$ cat src/rtl/xclk_divider_multi_pkg.sv
// Shared constants and FSM state type for the multi-channel XCLK divider.
package xclk_divider_multi_pkg;

  localparam int unsigned F_CPU   = 100_000_000;
  localparam int unsigned DIV_MIN = 2;

  typedef enum logic [1:0] {
    ST_IDLE  = 2'd0,
    ST_RUN   = 2'd1,
    ST_DRAIN = 2'd2
  } ch_state_e;

  function automatic int unsigned xclk_freq_hz(input int unsigned div);
    return F_CPU / div;
  endfunction

endpackage

$ cat src/rtl/xclk_channel.sv
// One divider channel: run/drain FSM, phase counter, active/pending divisor
// and registered square-wave output with edge strobes.
module xclk_channel
  import xclk_divider_multi_pkg::*;
#(
  parameter int unsigned DIV_W       = 8,
  parameter int unsigned DEFAULT_DIV = 4
) (
  input  logic             i_clk,
  input  logic             i_n_reset,
  input  logic             i_enable,
  input  logic [DIV_W-1:0] i_div,
  input  logic             i_div_load,
  output logic             o_xclk,
  output logic             o_rise_stb,
  output logic             o_fall_stb,
  output logic             o_running
);

  ch_state_e        state_q, state_d;
  logic [DIV_W-1:0] count_q, count_d;
  logic [DIV_W-1:0] div_q, div_d;
  logic [DIV_W-1:0] pend_q, pend_d;
  logic             pend_vld_q, pend_vld_d;
  logic             xclk_q, xclk_d;
  logic             rise_q, rise_d;
  logic             fall_q, fall_d;
  logic [DIV_W-1:0] load_val;
  logic             wrap;

  always_comb begin
    load_val = (i_div < DIV_W'(DIV_MIN)) ? DIV_W'(DIV_MIN) : i_div;
    wrap     = (count_q == div_q - DIV_W'(1));
  end

  always_ff @(posedge i_clk or negedge i_n_reset) begin
    if (!i_n_reset) state_q <= ST_IDLE;
    else            state_q <= state_d;
  end

  // Draining lingers through the count-0 cycle after the wrap so the final
  // falling edge (and its strobe) is still seen while running.
  always_comb begin
    state_d = state_q;
    unique case (state_q)
      ST_IDLE:  if (i_enable) state_d = ST_RUN;
      ST_RUN:   if (!i_enable) state_d = ST_DRAIN;
      ST_DRAIN: begin
        if (i_enable)               state_d = ST_RUN;
        else if (count_q == '0)     state_d = ST_IDLE;
      end
      default:  state_d = ST_IDLE;
    endcase
  end

  always_comb begin
    count_d    = count_q;
    div_d      = div_q;
    pend_d     = pend_q;
    pend_vld_d = pend_vld_q;
    if (state_q == ST_IDLE) begin
      count_d = '0;
      if (i_div_load)      div_d = load_val;
      else if (pend_vld_q) div_d = pend_q;
      pend_vld_d = 1'b0;
    end else if (wrap) begin
      count_d = '0;
      if (i_div_load)      div_d = load_val;
      else if (pend_vld_q) div_d = pend_q;
      pend_vld_d = 1'b0;
    end else begin
      count_d = count_q + DIV_W'(1);
      if (i_div_load) begin
        pend_d     = load_val;
        pend_vld_d = 1'b1;
      end
    end
    if (state_d == ST_IDLE) count_d = '0;
    xclk_d = (state_d != ST_IDLE) && (count_d >= (div_d >> 1));
    rise_d = xclk_d & ~xclk_q;
    fall_d = ~xclk_d & xclk_q;
  end

  always_ff @(posedge i_clk or negedge i_n_reset) begin
    if (!i_n_reset) begin
      count_q    <= '0;
      div_q      <= DIV_W'(DEFAULT_DIV);
      pend_q     <= '0;
      pend_vld_q <= 1'b0;
      xclk_q     <= 1'b0;
      rise_q     <= 1'b0;
      fall_q     <= 1'b0;
    end else begin
      count_q    <= count_d;
      div_q      <= div_d;
      pend_q     <= pend_d;
      pend_vld_q <= pend_vld_d;
      xclk_q     <= xclk_d;
      rise_q     <= rise_d;
      fall_q     <= fall_d;
    end
  end

  always_comb begin
    o_running  = (state_q != ST_IDLE);
    o_xclk     = xclk_q;
    o_rise_stb = rise_q;
    o_fall_stb = fall_q;
  end

endmodule

$ cat src/rtl/xclk_divider_multi.sv
// Multi-channel programmable XCLK divider; slices the buses and replicates
// one independent xclk_channel per output.
module xclk_divider_multi
  import xclk_divider_multi_pkg::*;
#(
  parameter int unsigned N_CH        = 2,
  parameter int unsigned DIV_W       = 8,
  parameter int unsigned DEFAULT_DIV = 4
) (
  input  logic                  i_clk,
  input  logic                  i_n_reset,
  input  logic [N_CH-1:0]       i_enable,
  input  logic [N_CH*DIV_W-1:0] i_div,
  input  logic [N_CH-1:0]       i_div_load,
  output logic [N_CH-1:0]       o_xclk,
  output logic [N_CH-1:0]       o_rise_stb,
  output logic [N_CH-1:0]       o_fall_stb,
  output logic [N_CH-1:0]       o_running
);

  for (genvar k = 0; k < N_CH; k++) begin : g_ch
    xclk_channel #(
      .DIV_W      (DIV_W),
      .DEFAULT_DIV(DEFAULT_DIV)
    ) u_ch (
      .i_clk     (i_clk),
      .i_n_reset (i_n_reset),
      .i_enable  (i_enable[k]),
      .i_div     (i_div[k*DIV_W +: DIV_W]),
      .i_div_load(i_div_load[k]),
      .o_xclk    (o_xclk[k]),
      .o_rise_stb(o_rise_stb[k]),
      .o_fall_stb(o_fall_stb[k]),
      .o_running (o_running[k])
    );
  end

endmodule

$ cat config.mk
export PLATFORM = sky130hd
export DESIGN_NAME = xclk_divider_multi
export DESIGN_NICKNAME = d
export VERILOG_FILES = /design/src/rtl/xclk_divider_multi_pkg.sv /design/src/rtl/xclk_channel.sv /design/src/rtl/xclk_divider_multi.sv
export SDC_FILE = /design/constraint.sdc
export NUM_CORES = 1
export LEC_CHECK = 0
export BUFFER_PORTS_ARGS = -buffer_cell sky130_fd_sc_hd__buf_2
export CORE_MARGIN = 4
export CORE_UTILIZATION = 45
export CTS_BUF_LIST = sky130_fd_sc_hd__clkbuf_8
export DETAILED_ROUTE_END_ITERATION = 8
export HOLD_SLACK_MARGIN = 0.08
export SYNTH_ARGS = -nofsm -noshare
export SYNTH_HDL_FRONTEND = slang
export SYNTH_SLANG_ARGS = --single-unit
$ cat constraint.sdc
create_clock -name i_clk -period 6.2 [get_ports i_clk]
set_clock_uncertainty 0.15 [all_clocks]
set_input_delay 0.93 -clock i_clk [delete_from_list [all_inputs] [get_ports i_clk]]
set_output_delay 0.93 -clock i_clk [all_outputs]
set_load 0.01 [all_outputs]
# Yosys cells after proc, flatten, opt, wreduce, memory -nomap -nowiden
# Index checks and enable logic that the tools add are counted.
# word_totals
reg_bits	60
word_cells	94
# op_classes
add_sub_neg	4
n_lt_le_gt_ge	4
eq_ne	6
mux	32
bitwise	12
reduce_logical	18
# ops
operator	n
8-bit 2-to-1 mux	16
8-bit by 1-bit adder with 8-bit output, second input constant	2
8-bit equality test	2
8-bit by 7-bit greater-or-equal comparator with 1-bit output	2
8-bit logical NOT	2
8-bit by 2-bit less-than comparator with 1-bit output, second input constant	2
2-bit 2-to-1 mux	8
8-bit by 1-bit subtractor with 8-bit output, second input constant	2
2-bit case mux with 3 select lines	2
2-bit nonzero test	6
2-bit logical NOT	4
1-bit inverter	8
1-bit 2-to-1 mux	6
3-bit AND reduction	2
3-bit nonzero test	2
1-bit bitwise AND	4
2-bit by 1-bit equality test with 1-bit output, second input constant	2
2-bit equality test, second input constant	2
1-bit logical AND	2

# Logic depth before layout (Yosys ltp)
# Gate-level depths: netlist of run 1.
# logic_depth
word_depth	10
depth_mapped	17
mapped_depth_nobuf	15

# Modules after synthesis
# A second synthesis of run 1 with hierarchy kept.
# hier_totals
cells_unflattened	402
area_unflattened_um2	3836.2
# by_module_without_submodules
mod	n_inst	cells_each	area_per_inst_um2	seq_area_each_um2
xclk_channel	2	201	1918.1	752.0

# Least setup slack after synthesis of run 1
# No wires, ideal clock.
# synth_path
path_kind	reg2reg
from	reg g_ch[0].u_ch.div_q[1]
to	reg g_ch[0].u_ch.fall_q
setup_ps	67
arrival_ps	3240
t_required_ps	5983
path_slack_ps	2742
stages_incl_launch_ff	14
n_path_buf	0
synth_period_minus_slack_ps	3458
cell_sequence	dfrtp_1 > or4_4 > o211ai_1 > o31ai_1 > o311ai_4 > a21oi_1 > o22a_2 > ha_1 > nand2b_1 > a21oi_1 > nor2b_1 > o2111ai_1 > o2bb2ai_1 > o221a_1
# synth_via
elab_cells_between_ends	13
cone_classes	1 x add/sub; 1 x order compare; 1 x eq/ne; 7 x mux; 2 x bitwise; 1 x reduce/logical
# synth_rtl
item	line	text
from (decl)	xclk_channel.sv:22	logic [DIV_W-1:0] div_q, div_d;
from (signal assigned)	xclk_channel.sv:87	div_q <= DIV_W'(DEFAULT_DIV);
from (signal assigned)	xclk_channel.sv:95	div_q <= div_d;
8-bit by 1-bit subtractor with 8-bit output or 8-bit 2-to-1 mux (tied branches)	xclk_channel.sv:33, xclk_channel.sv:64, xclk_channel.sv:69	
8-bit equality test or 8-bit 2-to-1 mux (tied branches)	xclk_channel.sv:33, xclk_channel.sv:63, xclk_channel.sv:68	
8-bit 2-to-1 mux	xclk_channel.sv:66	end else if (wrap) begin
8-bit 2-to-1 mux (*)	xclk_channel.sv:61	if (state_q == ST_IDLE) begin
net g_ch[0].u_ch.div_d[1]	xclk_channel.sv:22	
8-bit by 7-bit greater-or-equal comparator with 1-bit output (*)	xclk_channel.sv:79	xclk_d = (state_d != ST_IDLE) && (count_d >= (div_d >> 1));
1-bit logical AND (*)	xclk_channel.sv:79	
1-bit inverter (*)	xclk_channel.sv:81	fall_d = ~xclk_d & xclk_q;
1-bit bitwise AND (*)	xclk_channel.sv:81	
net g_ch[0].u_ch.fall_d	xclk_channel.sv:27	logic fall_q, fall_d;
to (signal assigned)	xclk_channel.sv:100	fall_q <= fall_d;
to (decl)	xclk_channel.sv:27	
# The timed path passes the listed nets; every way through them passes the cells marked *. The select of a mux whose other input is x is not followed.
# A chain may end at the register's enable or synchronous reset.

# Final worst setup path of run 1
# layout_path
from	reg g_ch[1].u_ch.div_q[0]
to	reg g_ch[1].u_ch.fall_q
# layout_via
elab_cells_between_ends	11
cone_classes	1 x add/sub; 1 x order compare; 1 x eq/ne; 5 x mux; 2 x bitwise; 1 x reduce/logical
# layout_rtl
item	line	text
from (decl)	xclk_channel.sv:22	
from (signal assigned)	xclk_channel.sv:87	
from (signal assigned)	xclk_channel.sv:95	
8-bit by 1-bit subtractor with 8-bit output	xclk_channel.sv:33	wrap = (count_q == div_q - DIV_W'(1));
8-bit equality test	xclk_channel.sv:33	
8-bit 2-to-1 mux	xclk_channel.sv:66	
8-bit 2-to-1 mux	xclk_channel.sv:61	
net g_ch[1].u_ch.div_d[1]	xclk_channel.sv:22	
8-bit by 7-bit greater-or-equal comparator with 1-bit output	xclk_channel.sv:79	
1-bit logical AND	xclk_channel.sv:79	
1-bit inverter	xclk_channel.sv:81	
1-bit bitwise AND	xclk_channel.sv:81	
net g_ch[1].u_ch.fall_d	xclk_channel.sv:27	
to (signal assigned)	xclk_channel.sv:100	
to (decl)	xclk_channel.sv:27	
# The timed path passes the listed nets, and every way through them passes these cells. The select of a mux whose other input is x is not followed.

==> results of run 1 <==
## stage by stage
stage,hold slack (ps),cells
after floorplan,264.2,452
after global placement,285.7,562
after detailed placement,283.1,562
after CTS,295.8,578
after global routing,323.9,578
final,295.2,578
## layout by cell type, fill, tap and decap left out, types with 6 or more instances in the layout
cell	n
buf_2	29
inv_1	18
xor2_1	13
o221a_2	6
a21oi_1	27
mux2i_1	6
a31oi_1	7
nand3_1	11
xnor2_1	17
nand2b_1	17
o211a_1	6
nor2_1	73
nand2_1	13
o211ai_1	9
dfrtp_1	58
o221ai_1	6
ha_1	20
o21ai_0	17
nor3_1	9
clkbuf_8	10
mux2_2	12
## report_power, final
group          switching, mW  internal (mW)  leakage [nW]  total [mW]
combinational          0.291          0.230          1.14       0.521
clock                  0.165          0.196        0.0983       0.361
sequential             0.122          0.474         0.746       0.596
total                  0.578          0.899          1.99        1.48
## flip-flops by register name, summed over array words and instances (netlist names)
signal                count
g_ch.u_ch.o_fall_stb      2
g_ch.u_ch.count_q        16
g_ch.u_ch.o_rise_stb      2
g_ch.u_ch.pend_vld_q      2
g_ch.u_ch.pend_q         16
g_ch.u_ch.div_q          16
g_ch.u_ch.state_q         4
g_ch.u_ch.o_xclk          2
## routing by layer
layer	GRT usage, %	up-vias	wire [um]
met2	32.54	61	4995
li1	-	1654	-
met5	0	-	0
met1	21.62	1637	4142
met3	3.973	16	329
met4	7.312	0	171
## worst max path at each step
stage                                      from                 endpoint  cells after the start
final                     g_ch[1].u_ch.div_q[0]  g_ch[1].u_ch.o_fall_stb                     15
after global routing      g_ch[0].u_ch.div_q[3]  g_ch[0].u_ch.o_fall_stb                     13
after CTS                 g_ch[0].u_ch.div_q[3]  g_ch[0].u_ch.o_fall_stb                     11
after detailed placement  g_ch[0].u_ch.div_q[3]  g_ch[0].u_ch.o_fall_stb                     11
after global placement    g_ch[0].u_ch.div_q[3]  g_ch[0].u_ch.o_fall_stb                     13
after floorplan           g_ch[0].u_ch.div_q[1]  g_ch[0].u_ch.o_fall_stb                     13
## final cells by class
cell class,instances,share of cell area (%)
Sequential cell,60,33.52
Clock buffer,10,3.067
Inverter,19,1.590
Multi-Input combinational cell,344,53.82
Clock inverter,6,1.422
Timing Repair Buffer,31,3.569
Tap cell,108,3.012
## critical path, delay by kind of cell (launching register included)
kind	cells	cell delay [ps]
AOI/OAI and AO/OA	7	1650
and+or+nand+nor	5	1020
buffers and inverters	1	80
adders and majority gates	2	500
DFF	1	430
## logic make-up after synthesis
kind of cell | Yosys count
simple gates | 162
compound gates | 113
flops | 60
xor+xnor | 30
fa+ha+maj | 20
buf+inv | 48
mux | 19
==> summary.txt, run 1 <==
Placed design
  • Dpl ws: 2354 ps
  • Hpwl dp: 7123 um
  • I/O Buffers: 29
  • Placed Area: 4285 um2
  • RePlAce Congestion: 0.8607

Worst hold path
  • Worst hold path type: register to register
  • Hold Crit Endpoint: g_ch[1].u_ch.o_rise_stb
  • Hold path depth: 1
  • Hold Startpoint: g_ch[1].u_ch.o_xclk

GRT
  • Vias in the first global route: 3,395
  • Largest net degree at the start of global routing: 61
  • Grt ovf: 0
  • Total track usage: 18.39%
  • First-pass GRT wire length: 16,190 um
  • Initial antenna violation count: 0

Cells and area
  • Multi-input gate area in the final layout: 2415 um2
  • Nets: 507
  • Area growth syn-to-layout: 8.502%
  • Reg area: 1504 um2
  • Final core utilization: 50.71%
  • Share of layout cells above drive strength 1: 18.09%
  • Fillers: 862
  • Ant. Diodes: 0
  • Fin area: 4487 um2

CTS
  • CTS buffer count: 9
  • Worst-Skew Late Latency: 340 ps
  • Longest Clk Path Bufs: 2
  • Clk Tree Root Cell: clkbuf_8
  • CTS hold repair buffers: 0
  • CTS H-tree depth: 3
  • Clock sinks: 60
  • TritonCTS clock tree: yes
  • Clock-pin slew on the worst setup and hold paths: 70 ps
  • Post-CTS setup buffers: 0
  • Cells resized by post-CTS repair: 0

Worst setup path
  • Crit-path cells: inv_1 -> ha_1 -> or3b_1 -> a21oi_1 -> a211oi_1 -> and2_1 -> a21oi_2 -> o22a_1 -> ha_1 -> nand2b_1 -> a21oi_1 -> nor2b_1 -> o2111ai_1 -> a31o_2 -> and3_1
  • Slowest stage cell, crit path: a21oi_2
  • RR Endpoint: g_ch[1].u_ch.o_fall_stb
  • Setup CP Type: register to register
  • Crit. End Element: register
  • R2R setup slack: 2320 ps
  • Crit-path max cell delay: 600 ps
  • Crit path DAT: 4010 ps
  • Worst EP required: 6330 ps
  • Origin of the critical flop-to-flop path: g_ch[1].u_ch.div_q[0]
  • Worst R2R Path Depth: 15
  • Worst Setup Start Kind: register
  • Max Fanout on Critical Path: 17

Yosys
  • Primary FF master, synth: dfrtp_1
  • Synth Warn #: 0
  • Ys async rst share: 100.0%
  • Yosys top cell area share: 35.10%
  • Synth Area in Compound Gates: 20.70%
  • Simple-gate share of the synthesized area: 20.30%
  • Synth area leaders: dfrtp_1 (35%), nor2_1 (6.6%), ha_1 (6.1%)
  • Cell Area, Synth: 4135 um2
  • Main combinational cell family by area after synthesis: compound AO/OA/AOI/OAI gates
  • Sequential element share of the synthesized area: 36.37%
  • Most frequent cells after synthesis: nor2_1 (73), dfrtp_1 (58), a21oi_1 (27)
  • Post-Synth XOR/XNOR Area: 6.354%
  • Post-synthesis mux area share: 4.992%
  • Most numerous cell in the Yosys netlist: nor2_1
  • Seq cells post-synth: 60
  • Post-synth EDFFs: 0
  • Post-synthesis adder-cell area fraction: 6.051%
  • Synth area leader: dfrtp_1
  • Syn nets: 494
  • Post-Synthesis Cells: 452
  • Distinct cells, synth: 66
  • Mean Syn Cell Area: 9.149 um2

Route
  • Detailed Route WL: 9638 um
  • Drt first pass iters: 6
  • Detail Route Antenna Nets: 0
  • Initial DRC count: 111
  • DR vias/cell: 5.827
  • Via count: 3,368
  • Per-cell routed wire length: 16.67 um
  • Drt drc: 0

Pwr
  • Leakage Power: 1.987 nW
  • Total Power: 1.477 mW
  • Pwr dens: 329.3 nW/um2
  • Peak supply drop: 135.7 uV

Run status
  • Status: finished clean

STA
  • Max Clock Freq: 257.5 MHz
  • Relative slew slack: 42.00%
  • RSZ-0062 raised after global routing: false
  • Tightest Pin Transition: 859.1 ps
  • # setup viols final: 0
  • Period utilization: 62.64%
  • Final WS setup: 2317 ps
  • Final min period: 3883 ps
  • Setup TNS: 0 ps
  • Max Transition Viols Final: 0
  • Hold Fails Final Rpt: 0

Die
  • Initial Utilization: 46.73%
  • Ports: 30
  • Die Ht: 103.9 um
  • Chip width: 103.9 um
  • Die area: 10,790 um2
  • Placement Rows: 34
  • Core Region: 8848 um2

Run
  • Max Cap Viol: 0
Power figures use the tool's default switching activity.
==> run 2, diff against run 1 <==
Clock period 6.2 ns to 3.8 ns, I/O delays scaled along.
==> run 2 against run 1 <==
- non-clock buffer count grew 13
- final cell count grew 2.2%
- clock power grew 63%
- core utilization grew 1.8 points
- combinational power grew 82%
- routed wire length grew 4.1%
- cell area grew 3.6%
- first-iteration DRC count shrank 6.3%
- sequential power grew 60%
- sequential share of layout area shrank 1.2 points
- die area is the same
==> summary.txt, run 2 (same netlist as run 1, synthesis figures left out) <==
Placed design
  • Hpwl dp: 7535 um
  • I/O Buffers: 29
  • RePlAce Congestion: 0.8633
  • Placed insts: 574
  • Dpl ws: 113.0 ps

Die
  • Core Region: 8848 um2
  • Initial Utilization: 46.73%
  • Die Ht: 103.9 um
  • Chip width: 103.9 um
  • Placement Rows: 34
  • Ports: 30
  • Die area: 10,790 um2

STA
  • Final min period: 3655 ps
  • Max Clock Freq: 273.6 MHz
  • Tightest Pin Transition: 586.4 ps
  • Final WS setup: 145.2 ps
  • Max Transition Viols Final: 0
  • Relative slew slack: 60.91%
  • Period utilization: 96.18%
  • Hold Fails Final Rpt: 0
  • # setup viols final: 0

Run
  • Max Cap Viol: 0

Cells and area
  • Cell Count, Final, Fillers Out: 591
  • Largest regs: g_ch.u_ch.count_q (16), g_ch.u_ch.div_q (16), g_ch.u_ch.pend_q (16)
  • Area growth syn-to-layout: 12.38%
  • Most frequent cells in the layout: nor2_1 (73), dfrtp_1 (58), buf_2 (29)
  • Ant. Diodes: 0
  • Nets: 520
  • Most common cell after layout, fill and taps aside: nor2_1
  • Share of layout cells above drive strength 1: 21.53%

CTS
  • CTS hold repair buffers: 0
  • CTS buffer count: 9
  • Clock-pin slew on the worst setup and hold paths: 70 ps
  • TritonCTS clock tree: yes
  • Clock sinks: 60
  • Clk Tree Root Cell: clkbuf_8
  • Worst-Skew Late Latency: 350 ps
  • Longest Clk Path Bufs: 2
  • CTS H-tree depth: 3

Pwr
  • Leakage Power: 2.069 nW
  • Int Pwr: 1.527 mW
  • Clk pwr share: 23.6%
  • Sw frac: 38.68%
  • Pwr dens: 535.8 nW/um2
  • Psw: 963.1 uW
  • Total Power: 2.490 mW
  • Logic gate share of total power: 38.1%
  • Peak supply drop: 227.2 uV
  • Reg power frac: 38.4%

Worst hold path
  • Worst hold path type: input port to asynchronous set/reset pin

Route
  • Per-cell routed wire length: 16.97 um
  • DR vias/cell: 5.846
  • Initial DRC count: 104
  • Drt first pass iters: 4
  • Via count: 3,455
  • Drt drc: 0
  • Detailed Route WL: 10,030 um
  • Detail Route Antenna Nets: 0

GRT
  • Initial antenna violation count: 0
  • Grt ovf: 0
  • First-pass GRT wire length: 17,130 um
  • Vias in the first global route: 3,486
  • Largest net degree at the start of global routing: 25
  • Total track usage: 19.31%

Worst setup path
  • Crit. End Element: register
  • Setup CP Type: register to register
  • Worst EP required: 3940 ps
  • Crit path DAT: 3790 ps
  • Max Fanout on Critical Path: 7
  • Worst Setup Start Kind: register

Run status
  • Status: finished clean
## run 2: cell count changes in the layout (fill, tap and decap cells not counted), sizes merged
cell,delta
inv,+3
clkbuf,+1
buf,+13
clkinvlp,-2
clkinv,-2
## run 2: worst paths after layout
check,cells after the start,startpoint,slack [ps],endpoint
min in group i_clk,2,i_enable[0],240,g_ch[0].u_ch.state_q[1]
hold reg to reg,1,g_ch[1].u_ch.o_xclk,290,g_ch[1].u_ch.o_rise_stb
max in group asynchronous,2,i_n_reset,2700,g_ch[0].u_ch.pend_q[1]
setup reg to reg,14,g_ch[0].u_ch.div_q[1],150,g_ch[0].u_ch.o_fall_stb
hold / removal,1,i_n_reset,80,g_ch[1].u_ch.pend_q[4]
setup / recovery,14,g_ch[0].u_ch.div_q[1],150,g_ch[0].u_ch.o_fall_stb
## run 2: worst max-delay path, stage by stage, from the launching register on
cell	delay, ps
dfrtp_1	420
or4_4	580
o211ai_1	240
o31ai_2	150
o311ai_4	340
buf_12	170
a21oi_1	90
o22a_2	250
ha_1	260
nand2b_1	150
a21oi_1	140
nor2b_1	60
o2111ai_1	220
o2bb2ai_2	180
o221a_1	200
## run 2: layout make-up
type                            instances  area, um2
Fill cell                             818       4202
Multi-Input combinational cell        344       2469
Sequential cell                        60       1504
Timing Repair Buffer                   44      270.3
Clock buffer                           11      151.4
Tap cell                              108      135.1
Inverter                               19      71.32
Clock inverter                          5      46.29
## run 2: through the flow
step	instance area (um2)	util (%)	TNS (ps)	hold WS, ps
global placement	4375	49.45	0	278.0
global route	4647	52.52	-19.29	121.5
finish	4647	52.52	0	75.90
detailed placement	4375	49.45	0	279.2
floorplan	4135	-	0	124.4
CTS	4573	51.68	0	93.88
## run 2: routing by layer
metal	global-route usage, %	share of wire [%]
met3	3.973	3.2
met4	7.028	2.8
met2	33.19	51
met1	23.93	43
met5	0	0
## run 2: what timing repair did
action                     CTS  global route
resized for setup            0            10
setup buffers                0             1
setup endpoints to repair    0             6
## run 2: power by group through the flow
stage | clock, mW | combinational [mW] | sequential, mW
final | 0.587 | 0.948 | 0.955
after global routing | 0.627 | 1.08 | 0.981
after CTS | 0.604 | 0.930 | 0.953
after detailed placement | 0 | 0.925 | 0.965
after global placement | 0 | 0.903 | 0.960
after floorplan | 0 | 0.725 | 0.886
==> run 3, diff against run 2 <==
Settings changed: CORE_UTILIZATION 45 to 40.
==> run 3 against run 2 <==
- via count is 0.26% lower
- fmax is 0.52% higher
- register-to-register slack improved by 20 ps
- final cell count rose by 4.6%
- die area increased by 12%
- sequential share of layout area down 0.38 points
- worst hold slack improved by 98 ps
- cell area increased by 1.2%
- combinational power fell by 0.8%
- critical endpoint unchanged
- largest power group unchanged
==> summary.txt, run 3 (same netlist as run 1, synthesis figures left out) <==
Worst setup path
  • Max Fanout on Critical Path: 4
  • Worst EP required: 3940 ps
  • Worst Setup Start Kind: register
  • Setup CP Type: register to register
  • Crit. End Element: register
  • Crit path DAT: 3770 ps

Pwr
  • Total Power: 2.618 mW
  • Leakage Power: 2.076 nW
  • Peak supply drop: 360.7 uV
  • Pwr dens: 556.7 nW/um2

STA
  • Max Transition Viols Final: 0
  • Relative slew slack: 41.51%
  • WHS: 173.5 ps
  • Period utilization: 95.69%
  • Final min period: 3636 ps
  • # setup viols final: 0
  • Hold Fails Final Rpt: 0
  • Max Clock Freq: 275.0 MHz
  • Tightest Pin Transition: 877.4 ps
  • Final WS setup: 163.9 ps

GRT
  • Vias in the first global route: 3,531
  • First-pass GRT wire length: 17,090 um
  • Initial antenna violation count: 0
  • Grt ovf: 0
  • Total track usage: 18.25%
  • Largest net degree at the start of global routing: 38

Route
  • Drt first pass iters: 4
  • DR vias/cell: 5.576
  • Drt drc: 0
  • Per-cell routed wire length: 16.03 um
  • Detailed Route WL: 9908 um
  • Detail Route Antenna Nets: 0
  • Initial DRC count: 147
  • Via count: 3,446

Cells and area
  • Most frequent cells in the layout: nor2_1 (72), dfrtp_1 (58), buf_2 (29)
  • Area growth syn-to-layout: 13.71%
  • Share of layout cells above drive strength 1: 21.65%
  • Ant. Diodes: 0
  • Nets: 522
  • Most common cell after layout, fill and taps aside: nor2_1
  • Largest regs: g_ch.u_ch.count_q (16), g_ch.u_ch.div_q (16), g_ch.u_ch.pend_q (16)

CTS
  • TritonCTS clock tree: yes
  • Clk Tree Root Cell: clkbuf_8
  • Clock-pin slew on the worst setup and hold paths: 70 ps
  • Longest Clk Path Bufs: 2
  • Clock sinks: 60
  • CTS hold repair buffers: 0
  • CTS buffer count: 9
  • Worst-Skew Late Latency: 350 ps
  • CTS H-tree depth: 3

Run status
  • Status: finished clean

Placed design
  • Hpwl dp: 7492 um
  • RePlAce Congestion: 0.8185
  • I/O Buffers: 29
  • Dpl ws: 119.3 ps

Worst hold path
  • Worst hold path type: input port to asynchronous set/reset pin

Die
  • Ports: 30
  • Initial Utilization: 41.73%
  • Placement Rows: 36
  • Chip width: 109.7 um
  • Core Region: 9910 um2
  • Die Ht: 109.7 um
  • Die area: 12,030 um2

Run
  • Max Cap Viol: 0
==> run 3: cell count changes in the layout (fill, tap and decap cells not counted), sizes merged <==
cell	before	now
bufinv	1	3
clkinv	2	1
inv	21	20
buf	44	46
clkbuf	11	9
clkinvlp	0	2
==> run 3: metrics by stage <==
stage | util [%] | area, um2 | cells | setup TNS (ps)
after floorplan | - | 4135 | 452 | 0
after global placement | 44.47 | 4407 | 599 | 0
after detailed placement | 44.47 | 4407 | 599 | 0
after CTS | 46.96 | 4653 | 615 | 0
after global routing | 47.45 | 4702 | 618 | -29.69
final | 47.45 | 4702 | 618 | 0
==> run 3: layout make-up <==
| type | count | area [um2] |
|---|---|---|
| fillers | 964 | 5207 |
| multi-input cells | 344 | 2441 |
| flip-flops and latches | 60 | 1504 |
| repair buffers | 46 | 272.8 |
| well taps | 133 | 166.4 |
| clock buffers | 9 | 123.9 |
| clock inverters | 7 | 122.6 |
| inverters | 19 | 71.32 |
==> run 3: path summary, 6_finish.rpt <==
| kind | startpoint | to | slack [ps] | depth (start not counted) |
|---|---|---|---|---|
| max | g_ch[0].u_ch.div_q[1] | g_ch[0].u_ch.o_fall_stb | 160 | 13 |
| min | i_n_reset | g_ch[1].u_ch.div_q[1] | 170 | 1 |
| max reg2reg | g_ch[0].u_ch.div_q[1] | g_ch[0].u_ch.o_fall_stb | 160 | 13 |
| min reg2reg | g_ch[1].u_ch.o_xclk | g_ch[1].u_ch.o_rise_stb | 300 | 1 |
| max in group asynchronous | i_n_reset | g_ch[0].u_ch.div_q[7] | 2460 | 2 |
| min in group i_clk | i_enable[1] | g_ch[1].u_ch.state_q[1] | 240 | 2 |
==> run 3: timing repair <==
action | 4_1_cts | 5_1_grt
endpoints found under the hold margin | 0 | 0
gates resized for setup | 0 | 5
endpoints found under the setup margin | 0 | 6
buffers inserted | 0 | 3
==> run 3: worst max-delay path, cell delays in order, from the launching register on <==
cell,delay (ps)
dfrtp_1,420
or4_4,570
o211ai_1,190
o31ai_1,170
o311ai_4,290
buf_4,200
mux2i_1,230
o221ai_1,200
ha_1,340
a21oi_1,130
nor2b_1,60
o2111ai_1,170
o2bb2ai_1,200
o221a_1,240
==> run 3: metal layers <==
layer / GRT usage [%] / up-vias / part of all wire [%]
li1: - / 1678 / -
met1: 22.37 / 1678 / 43
met2: 30.86 / 71 / 51
met3: 5.167 / 19 / 3.7
met4: 5.966 / 0 / 2.3
met5: 0 / - / 0
==> run 3: power breakdown <==
| group | total [mW] | leakage, nW | internal [mW] | switching [mW] |
|---|---|---|---|---|
| Sequential | 0.956 | 0.746 | 0.773 | 0.183 |
| Combinational | 0.940 | 1.21 | 0.423 | 0.517 |
| Clock | 0.721 | 0.116 | 0.440 | 0.281 |
| Total | 2.62 | 2.08 | 1.64 | 0.982 |
